--- src/rtl/ps2_flap_receiver_if.sv ---
// ps2_flap_if: PS/2 line inputs and decoded receiver/controller outputs
interface ps2_flap_if;
  logic       ps2_clk;
  logic       ps2_data;
  logic [7:0] rx_byte;
  logic       rx_valid;
  logic       rx_err;
  logic       key_up;
  logic       key_down;
  logic       key_left;
  logic       key_right;
  logic       flap_pulse;
  modport master (
    output ps2_clk, ps2_data,
    input  rx_byte, rx_valid, rx_err, key_up, key_down, key_left, key_right, flap_pulse
  );
  modport slave (
    input  ps2_clk, ps2_data,
    output rx_byte, rx_valid, rx_err, key_up, key_down, key_left, key_right, flap_pulse
  );
endinterface

--- src/rtl/ps2_flap_receiver.sv ---
// ps2_flap_receiver: PS/2 frame receiver with arrow-key levels and space-bar flap pulse
module ps2_flap_receiver #(
  parameter int FILT_LEN    = 8,
  parameter int TIMEOUT_CYC = 100000
) (
  input logic         ClkPort,
  input logic         Reset,
  ps2_flap_if.slave   bus
);
  localparam int FW = $clog2(FILT_LEN + 1);
  localparam int TW = $clog2(TIMEOUT_CYC + 1);
  typedef enum logic [1:0] {IDLE, DATA, PARITY, STOP} state_t;
  state_t state, state_n;
  logic clk_s1, clk_s2, dat_s1, dat_s2, clk_f, fall, filt_hit;
  logic [FW-1:0] fcnt;
  logic [7:0] sh, sh_n, rx_byte_q;
  logic [2:0] bcnt, bcnt_n;
  logic par, par_n, valid_n, err_n, rx_valid_q, rx_err_q;
  logic [TW-1:0] tcnt, tcnt_n;
  logic ext, brk, space_held, up_q, down_q, left_q, right_q, flap_q;
  assign filt_hit = (clk_s2 != clk_f) && (fcnt == FW'(FILT_LEN - 1));
  always_ff @(posedge ClkPort or posedge Reset)
    if (Reset) begin
      clk_s1 <= 1'b1;
      clk_s2 <= 1'b1;
      dat_s1 <= 1'b1;
      dat_s2 <= 1'b1;
      clk_f  <= 1'b1;
      fcnt   <= '0;
      fall   <= 1'b0;
    end else begin
      {clk_s2, clk_s1} <= {clk_s1, bus.ps2_clk};
      {dat_s2, dat_s1} <= {dat_s1, bus.ps2_data};
      fcnt  <= (clk_s2 != clk_f && !filt_hit) ? fcnt + 1'b1 : '0;
      clk_f <= filt_hit ? ~clk_f : clk_f;
      fall  <= filt_hit & clk_f;
    end
  always_comb begin
    state_n = state;
    sh_n    = sh;
    bcnt_n  = bcnt;
    par_n   = par;
    tcnt_n  = '0;
    valid_n = 1'b0;
    err_n   = 1'b0;
    if (fall)
      unique case (state)
        IDLE: begin
          state_n = dat_s2 ? IDLE : DATA;
          bcnt_n  = '0;
        end
        DATA: begin
          sh_n    = {dat_s2, sh[7:1]};
          bcnt_n  = bcnt + 3'd1;
          state_n = (bcnt == 3'd7) ? PARITY : DATA;
        end
        PARITY: begin
          par_n   = dat_s2;
          state_n = STOP;
        end
        STOP: begin
          valid_n = dat_s2 & (^{sh, par});
          err_n   = ~valid_n;
          state_n = IDLE;
        end
      endcase
    else if (state != IDLE) begin
      tcnt_n = tcnt + 1'b1;
      if (tcnt_n == TW'(TIMEOUT_CYC)) begin
        state_n = IDLE;
        err_n   = 1'b1;
        tcnt_n  = '0;
      end
    end
  end
  always_ff @(posedge ClkPort or posedge Reset)
    if (Reset) begin
      state      <= IDLE;
      sh         <= '0;
      bcnt       <= '0;
      par        <= 1'b0;
      tcnt       <= '0;
      rx_byte_q  <= '0;
      rx_valid_q <= 1'b0;
      rx_err_q   <= 1'b0;
    end else begin
      state      <= state_n;
      sh         <= sh_n;
      bcnt       <= bcnt_n;
      par        <= par_n;
      tcnt       <= tcnt_n;
      rx_byte_q  <= valid_n ? sh : rx_byte_q;
      rx_valid_q <= valid_n;
      rx_err_q   <= err_n;
    end
  always_ff @(posedge ClkPort or posedge Reset)
    if (Reset) begin
      ext        <= 1'b0;
      brk        <= 1'b0;
      space_held <= 1'b0;
      up_q       <= 1'b0;
      down_q     <= 1'b0;
      left_q     <= 1'b0;
      right_q    <= 1'b0;
      flap_q     <= 1'b0;
    end else begin
      flap_q <= 1'b0;
      if (rx_err_q) begin
        ext <= 1'b0;
        brk <= 1'b0;
      end else if (rx_valid_q) begin
        if (rx_byte_q == 8'hE0) ext <= 1'b1;
        else if (rx_byte_q == 8'hF0) brk <= 1'b1;
        else begin
          ext <= 1'b0;
          brk <= 1'b0;
          if (ext) begin
            if (rx_byte_q == 8'h75) up_q    <= ~brk;
            if (rx_byte_q == 8'h72) down_q  <= ~brk;
            if (rx_byte_q == 8'h6B) left_q  <= ~brk;
            if (rx_byte_q == 8'h74) right_q <= ~brk;
          end else if (rx_byte_q == 8'h29) begin
            space_held <= ~brk;
            flap_q     <= ~brk & ~space_held;
          end
        end
      end
    end
  assign bus.rx_byte    = rx_byte_q;
  assign bus.rx_valid   = rx_valid_q;
  assign bus.rx_err     = rx_err_q;
  assign bus.key_up     = up_q;
  assign bus.key_down   = down_q;
  assign bus.key_left   = left_q;
  assign bus.key_right  = right_q;
  assign bus.flap_pulse = flap_q;
endmodule

--- src/flat_wrapper.sv ---
// flat-port wrapper written by rule: the top's interface ports become plain ports
module ps2_flap_receiver_flat 
#(
  parameter int FILT_LEN    = 8,
  parameter int TIMEOUT_CYC = 100000
)
  (ClkPort, Reset, bus_ps2_clk, bus_ps2_data, bus_rx_byte, bus_rx_valid, bus_rx_err, bus_key_up, bus_key_down, bus_key_left, bus_key_right, bus_flap_pulse);
  ps2_flap_if bus_i ();
  input logic ClkPort;
  input logic Reset;
  input wire logic [$bits(bus_i.ps2_clk)-1:0] bus_ps2_clk;
  input wire logic [$bits(bus_i.ps2_data)-1:0] bus_ps2_data;
  output wire logic [$bits(bus_i.rx_byte)-1:0] bus_rx_byte;
  output wire logic [$bits(bus_i.rx_valid)-1:0] bus_rx_valid;
  output wire logic [$bits(bus_i.rx_err)-1:0] bus_rx_err;
  output wire logic [$bits(bus_i.key_up)-1:0] bus_key_up;
  output wire logic [$bits(bus_i.key_down)-1:0] bus_key_down;
  output wire logic [$bits(bus_i.key_left)-1:0] bus_key_left;
  output wire logic [$bits(bus_i.key_right)-1:0] bus_key_right;
  output wire logic [$bits(bus_i.flap_pulse)-1:0] bus_flap_pulse;
  assign bus_i.ps2_clk = bus_ps2_clk;
  assign bus_i.ps2_data = bus_ps2_data;
  assign bus_rx_byte = bus_i.rx_byte;
  assign bus_rx_valid = bus_i.rx_valid;
  assign bus_rx_err = bus_i.rx_err;
  assign bus_key_up = bus_i.key_up;
  assign bus_key_down = bus_i.key_down;
  assign bus_key_left = bus_i.key_left;
  assign bus_key_right = bus_i.key_right;
  assign bus_flap_pulse = bus_i.flap_pulse;
  ps2_flap_receiver #(.FILT_LEN(FILT_LEN), .TIMEOUT_CYC(TIMEOUT_CYC)) u_core (.ClkPort(ClkPort), .Reset(Reset), .bus(bus_i));
endmodule
--- config.mk ---
export PLATFORM = sky130hd
export DESIGN_NAME = ps2_flap_receiver_flat
export DESIGN_NICKNAME = d
export VERILOG_FILES = /design/src/rtl/ps2_flap_receiver_if.sv /design/src/rtl/ps2_flap_receiver.sv /design/src/flat_wrapper.sv
export SDC_FILE = /design/constraint.sdc
export NUM_CORES = 1
export LEC_CHECK = 0
export BUFFER_PORTS_ARGS = -buffer_cell sky130_fd_sc_hd__buf_4
export CELL_PAD_IN_SITES_DETAIL_PLACEMENT = 0
export CELL_PAD_IN_SITES_GLOBAL_PLACEMENT = 1
export CORE_ASPECT_RATIO = 0.75
export CORE_MARGIN = 5
export CORE_UTILIZATION = 52
export CTS_CLUSTER_DIAMETER = 80
export DETAILED_ROUTE_END_ITERATION = 7
export GPL_ROUTABILITY_DRIVEN = 0
export GPL_TIMING_DRIVEN = 0
export PLACE_DENSITY = 0.92
export SYNTH_ARGS = -nofsm -noshare
export SYNTH_HDL_FRONTEND = slang
export SYNTH_SLANG_ARGS = --single-unit
--- constraint.sdc ---
create_clock -name ClkPort -period 3.2 [get_ports ClkPort]
set_input_delay 0.32 -clock ClkPort [delete_from_list [all_inputs] [get_ports ClkPort]]
set_output_delay 0.32 -clock ClkPort [all_outputs]
set_load 0.03 [all_outputs]
* Word level (Yosys, flattened, before mapping)
Index checks and enable logic that the tools add are counted.
** Cells by class
- Add/subtract/negate cells :: 3
- Eq/ne operators :: 16
- Muxes and demuxes :: 31
- Bitwise gates (word level) :: 11
- Reduce and logical (&&, ||, !) cells :: 21
** Operators with widths (count)
- 2-to-1 mux 17 bit :: 3
- == test 8 x 7 -> 1 bit, second input constant :: 4
- AND reduction 6 bit :: 5
- 2-to-1 mux 1 bit :: 21
- adder 17 x 1 -> 17 bit, second input constant :: 1
- == test 17 bit, second input constant :: 1
- == test 8 bit, second input constant :: 2
- AND reduction 2 bit :: 6
- nonzero test 2 bit :: 5
- parity 9 bit :: 1
- == test 8 x 6 -> 1 bit, second input constant :: 1
- 2-to-1 mux 2 bit :: 4
- NOT 1 bit :: 8
- case mux 2 bit (4 select lines) :: 1
- case mux 3 bit (2 select lines) :: 1
- adder 4 x 1 -> 4 bit, second input constant :: 1
- == test 2 bit, second input constant :: 2
- == test 4 x 3 -> 1 bit, second input constant :: 1
- 2-to-1 mux 4 bit :: 1
- adder 3 x 1 -> 3 bit, second input constant :: 1
- bitwise AND 1 bit :: 3
- == test 3 bit, second input constant :: 1
- inequality test 3 x 1 -> 1 bit, second input constant :: 1
- == test 2 x 1 -> 1 bit, second input constant :: 1
- 5 further kinds :: 6
** Storage, ports and cells
- Register bits after elaboration :: 59
- Input port bits :: 4
- Output and inout bits :: 15
- Logic and storage cells :: 105

* Longest topological paths before layout
- Word-level depth :: 8
- Depth in mapped cells :: 8
- Mapped depth without buffers :: 7

* Worst setup path after synthesis
OpenSTA, ideal clock, no wires.
- Kind :: flip-flop to flip-flop
- From :: reg u_core.sh[1]
- To :: reg u_core.rx_byte_q[0], in the netlist u_core.bus.rx_byte[0]
- Setup time :: 0.128 ns
- Arrival :: 1.877 ns
- Data required time :: 3.072 ns
- Slack :: 1.196 ns
- Stages on the path, launching flop included :: 7
- Path buffers :: 1
- Period minus slack after synthesis :: 2.004 ns
- Cells stage by stage :: dfrtp_1 > xor2_1 > xnor3_1 > xnor2_1 > or3_1 > buf_2 > mux2_1
** Between the ends
- Cells in the longest elaborated chain, start to end :: 4
** Ends and longest elaborated chain
- from (decl) :: RTL line ps2_flap_receiver.sv:16 : logic [7:0] sh, sh_n, rx_byte_q;
- from (signal assigned) :: RTL line ps2_flap_receiver.sv:88 : sh <= sh_n;
- parity 9 bit :: RTL line ps2_flap_receiver.sv:62 : valid_n = dat_s2 & (^{sh, par});
- bitwise AND 1 bit :: RTL line ps2_flap_receiver.sv:62
- 2-to-1 mux 1 bit :: RTL line ps2_flap_receiver.sv:47 : unique case (state)
- 2-to-1 mux 1 bit :: RTL line ps2_flap_receiver.sv:46 : if (fall)
- to (signal assigned) :: RTL line ps2_flap_receiver.sv:92 : rx_byte_q <= valid_n ? sh : rx_byte_q;
- to (decl) :: RTL line ps2_flap_receiver.sv:16
Every way passes these cells.
A chain may end at the register's enable or synchronous reset.

* Final worst setup path
- From :: reg u_core.tcnt[0]
- To :: reg u_core.tcnt[15]
** Between the ends
- Cells in the longest elaborated chain, start to end :: 5
** Ends and longest elaborated chain
- from (decl) :: RTL line ps2_flap_receiver.sv:19 : logic [TW-1:0] tcnt, tcnt_n;
- from (signal assigned) :: RTL line ps2_flap_receiver.sv:91 : tcnt <= tcnt_n;
- adder 17 x 1 -> 17 bit (*) :: RTL line ps2_flap_receiver.sv:68 : tcnt_n = tcnt + 1'b1;
- == test 17 bit :: RTL line ps2_flap_receiver.sv:69 : if (tcnt_n == TW'(TIMEOUT_CYC)) begin
- 2-to-1 mux 17 bit (*) :: RTL line ps2_flap_receiver.sv:69
- 2-to-1 mux 17 bit (*) :: RTL line ps2_flap_receiver.sv:67 : else if (state != IDLE) begin
- 2-to-1 mux 17 bit (*) :: RTL line ps2_flap_receiver.sv:46
- named net u_core.tcnt_n[15] :: RTL line ps2_flap_receiver.sv:19
The timed path passes the listed nets; every way through them passes the cells marked *.

==> impl_metrics.tcl <==
set metrics [dict create \
    status "finished, final reports clean" \
    synth.distinct_cells 50 \
    diodes 0 \
    grt_max_degree 44 \
    maxCapViolations 0 \
    synth_edf_count 0 \
    ant_nets 0 \
    syn-mean-instance-area_sq_um 11.3 \
    hold_viol_final 0 \
    cts-root-buf "clkbuf_8" \
    cts_tree "yes" \
    wl_um 5160 \
    first_pass_iters 5 \
    fin_crit_sh 0.745 \
    yosysWarnings 0 \
    tightest_slew_ns 0.692 \
    hp-class "in2reg" \
    start_util 0.533 \
    period_needed_ns 2.39 \
    cts_resized 0 \
    min_delay_worst_endpoint "u_core.dat_s1" \
    p_per_area_nw_per_um2 439 \
    drcViolationCount 0 \
    die_area_sq_um 7050 \
    p_leak_nw 1.47 \
    clk_latency_ns 0.34 \
    postCtsSetupRepairBufs 0 \
    vias 1939 \
    portBuffers 18 \
    hold-path-cell-count 1 \
    syn_to_final_growth_pct 14.8 \
    crit_type "reg2reg" \
    rows 23 \
    core_sq_um 5320 \
    r2r_setup_slack_ns 0.81 \
    async_flop_share 1.00 \
    r2r-start "u_core.tcnt[0]" \
    grt_pass1_vias 1879 \
    vdd_drop_max_mv 0.322 \
    setup_viol 0 \
    htreeDepth 3 \
    clockBufferDepth 2 \
    dieHeight_um 74.0 \
    syn_inst 251 \
    power_mw 1.43 \
    endpoint_kind "flop" \
    worstRegToRegCells 8 \
    rr_endpoint "u_core.tcnt[15]" \
    layout_common_cells "dfrtp_1 (54), nor2_1 (23), buf_4 (20)" \
    relSlewSlack 0.538 \
    drive_gt1_frac 0.237 \
    synthFlopType "dfrtp_1" \
    tns_ns 0 \
    cts.sinks 59 \
    ios 19 \
    final_common_cell "dfrtp_1" \
    fill_cells 452 \
    crit_chain "ha_1 -> buf_2 -> nand3_1 -> nor2_1 -> nor4bb_1 -> o2111ai_2 -> nor3_4 -> nor3b_1" \
    drt_iter0_drc 90 \
    via_per_inst 5.36 \
    die_w_um 95.3 \
    place_hpwl_um 3480 \
    cp-start-kind "flop" \
    hp-start "bus_ps2_data" \
    antenna_found_initial 0 \
    grt_remaining_overflow 0 \
    cts.reportedPaths.clkPinSlew_ns 0.07 \
    drv_slew 0 \
    rsz0062_at_grt "false" \
    placed_area_sq_um 3090 \
    timing.fmax_mhz 419 \
    cp_slowest_cell "dfrtp_1" \
    required_ns 3.39 \
    routedWlPerCell_um 14.2 \
    numCtsBuffers 9 \
    yosysSeqAreaShare 0.523 \
    grt_usage 0.174 \
    crit_path_max_incr_delay_ns 0.43 \
    syn-cell-area_sq_um 2840 \
    synth_nets 259 \
    synth_seq_cells 59 \
    cp_data_arrival_time_ns 2.58 \
    fin_util 0.612 \
    skew_ns 0.00752 \
    grt_pass1_wl_um 9240 \
    cp_max_fo 8 \
    nets 290 \
    final_area_sq_um 3260 \
]
==> synth_stat cells, types with 4 or more instances <==
master	count	area (sq um)
o31ai_1	4	30.0
a21oi_1	5	25.0
o21ai_0	12	60.1
nor2_1	23	86.3
ha_1	4	50.1
mux2_1	5	56.3
nor3_1	9	45.0
nor3b_1	4	30.0
nand3_1	9	45.0
dfstp_2	5	131
nor4_1	4	25.0
dfrtp_1	54	1350
inv_1	8	30.0
xor2_1	7	61.3
mux2_2	11	124
nand4_1	8	50.1
nand2_1	15	56.3
nand2b_1	6	37.5
xnor2_1	14	123
==> logic make-up after synthesis <==
kind of cell             share of synthesized area
AO/OA/AOI/OAI                               0.0843
XOR/XNOR                                    0.0785
adder cells (fa/ha/maj)                     0.0176
buffers and inverters                       0.0353
flip-flops                                   0.523
multiplexers                                0.0670
AND/OR/NAND/NOR                              0.195
==> sequential cells by signal, indices dropped and copies added, names as in the netlist, 2 cells and up <==
register,flops
u_core.tcnt,17
u_core.bcnt,3
u_core.state,2
u_core.sh,8
u_core.bus.rx_byte,8
u_core.fcnt,4
==> final cells by class <==
class / instances / area [sq um] / area share
inverters: 8 / 30.0 / 0.00922
multi-input cells: 175 / 1250 / 0.385
repair buffers: 20 / 165 / 0.0507
well taps: 75 / 93.8 / 0.0288
plain buffers: 9 / 70.1 / 0.0215
clock inverters: 5 / 30.0 / 0.00922
flip-flops and latches: 59 / 1480 / 0.455
clock buffers: 11 / 131 / 0.0403
==> repair_timing <==
action	4_1_cts	5_1_grt
endpoints found under the hold margin	16	0
setup endpoints to repair	0	0
hold buffers	1	0
==> through the flow <==
| step | std cells | hold slack, ns | worst slack (ns) |
|---|---|---|---|
| floorplan | 251 | 0.324 | 1.20 |
| global placement | 344 | 0.346 | 0.716 |
| detailed placement | 345 | 0.335 | 0.884 |
| CTS | 362 | 0.0618 | 0.813 |
| global route | 362 | 0.0573 | 0.574 |
| finish | 362 | 0.0770 | 0.814 |
==> worst max-delay path by stage <==
| stage | endpoint | cells after the start | startpoint |
|---|---|---|---|
| final | u_core.tcnt[15] | 8 | u_core.tcnt[0] |
| after CTS | u_core.tcnt[15] | 8 | u_core.tcnt[0] |
| after global routing | u_core.tcnt[7] | 8 | u_core.tcnt[0] |
| after floorplan | u_core.bus.rx_byte[0] | 6 | u_core.sh[1] |
| after detailed placement | u_core.tcnt[9] | 7 | u_core.tcnt[2] |
| after global placement | u_core.bcnt[1] | 2 | Reset |
==> worst max-delay path: cells and delay by family (launching register included) <==
| kind | cells | cell delay [ns] |
|---|---|---|
| buf+inv | 1 | 0.19 |
| flops | 1 | 0.43 |
| fa+ha+maj | 1 | 0.17 |
| simple gates | 5 | 1.19 |
| compound gates | 1 | 0.25 |
==> report_power, final <==
part / switching (mW) / internal (mW) / total, mW
sequential: 0.0168 / 0.775 / 0.792
clock: 0.289 / 0.276 / 0.565
combinational: 0.0396 / 0.0328 / 0.0724
total: 0.346 / 1.08 / 1.43
==> layer usage <==
metal | track usage | share of wire | vias to the layer above
met5 | 0 | 0 | -
met4 | 0.0768 | 0.019 | 0
met3 | 0.0597 | 0.053 | 12
met2 | 0.253 | 0.44 | 39
met1 | 0.239 | 0.48 | 934
li1 | - | - | 954
Note: power is estimated with default switching activity, not from simulation.
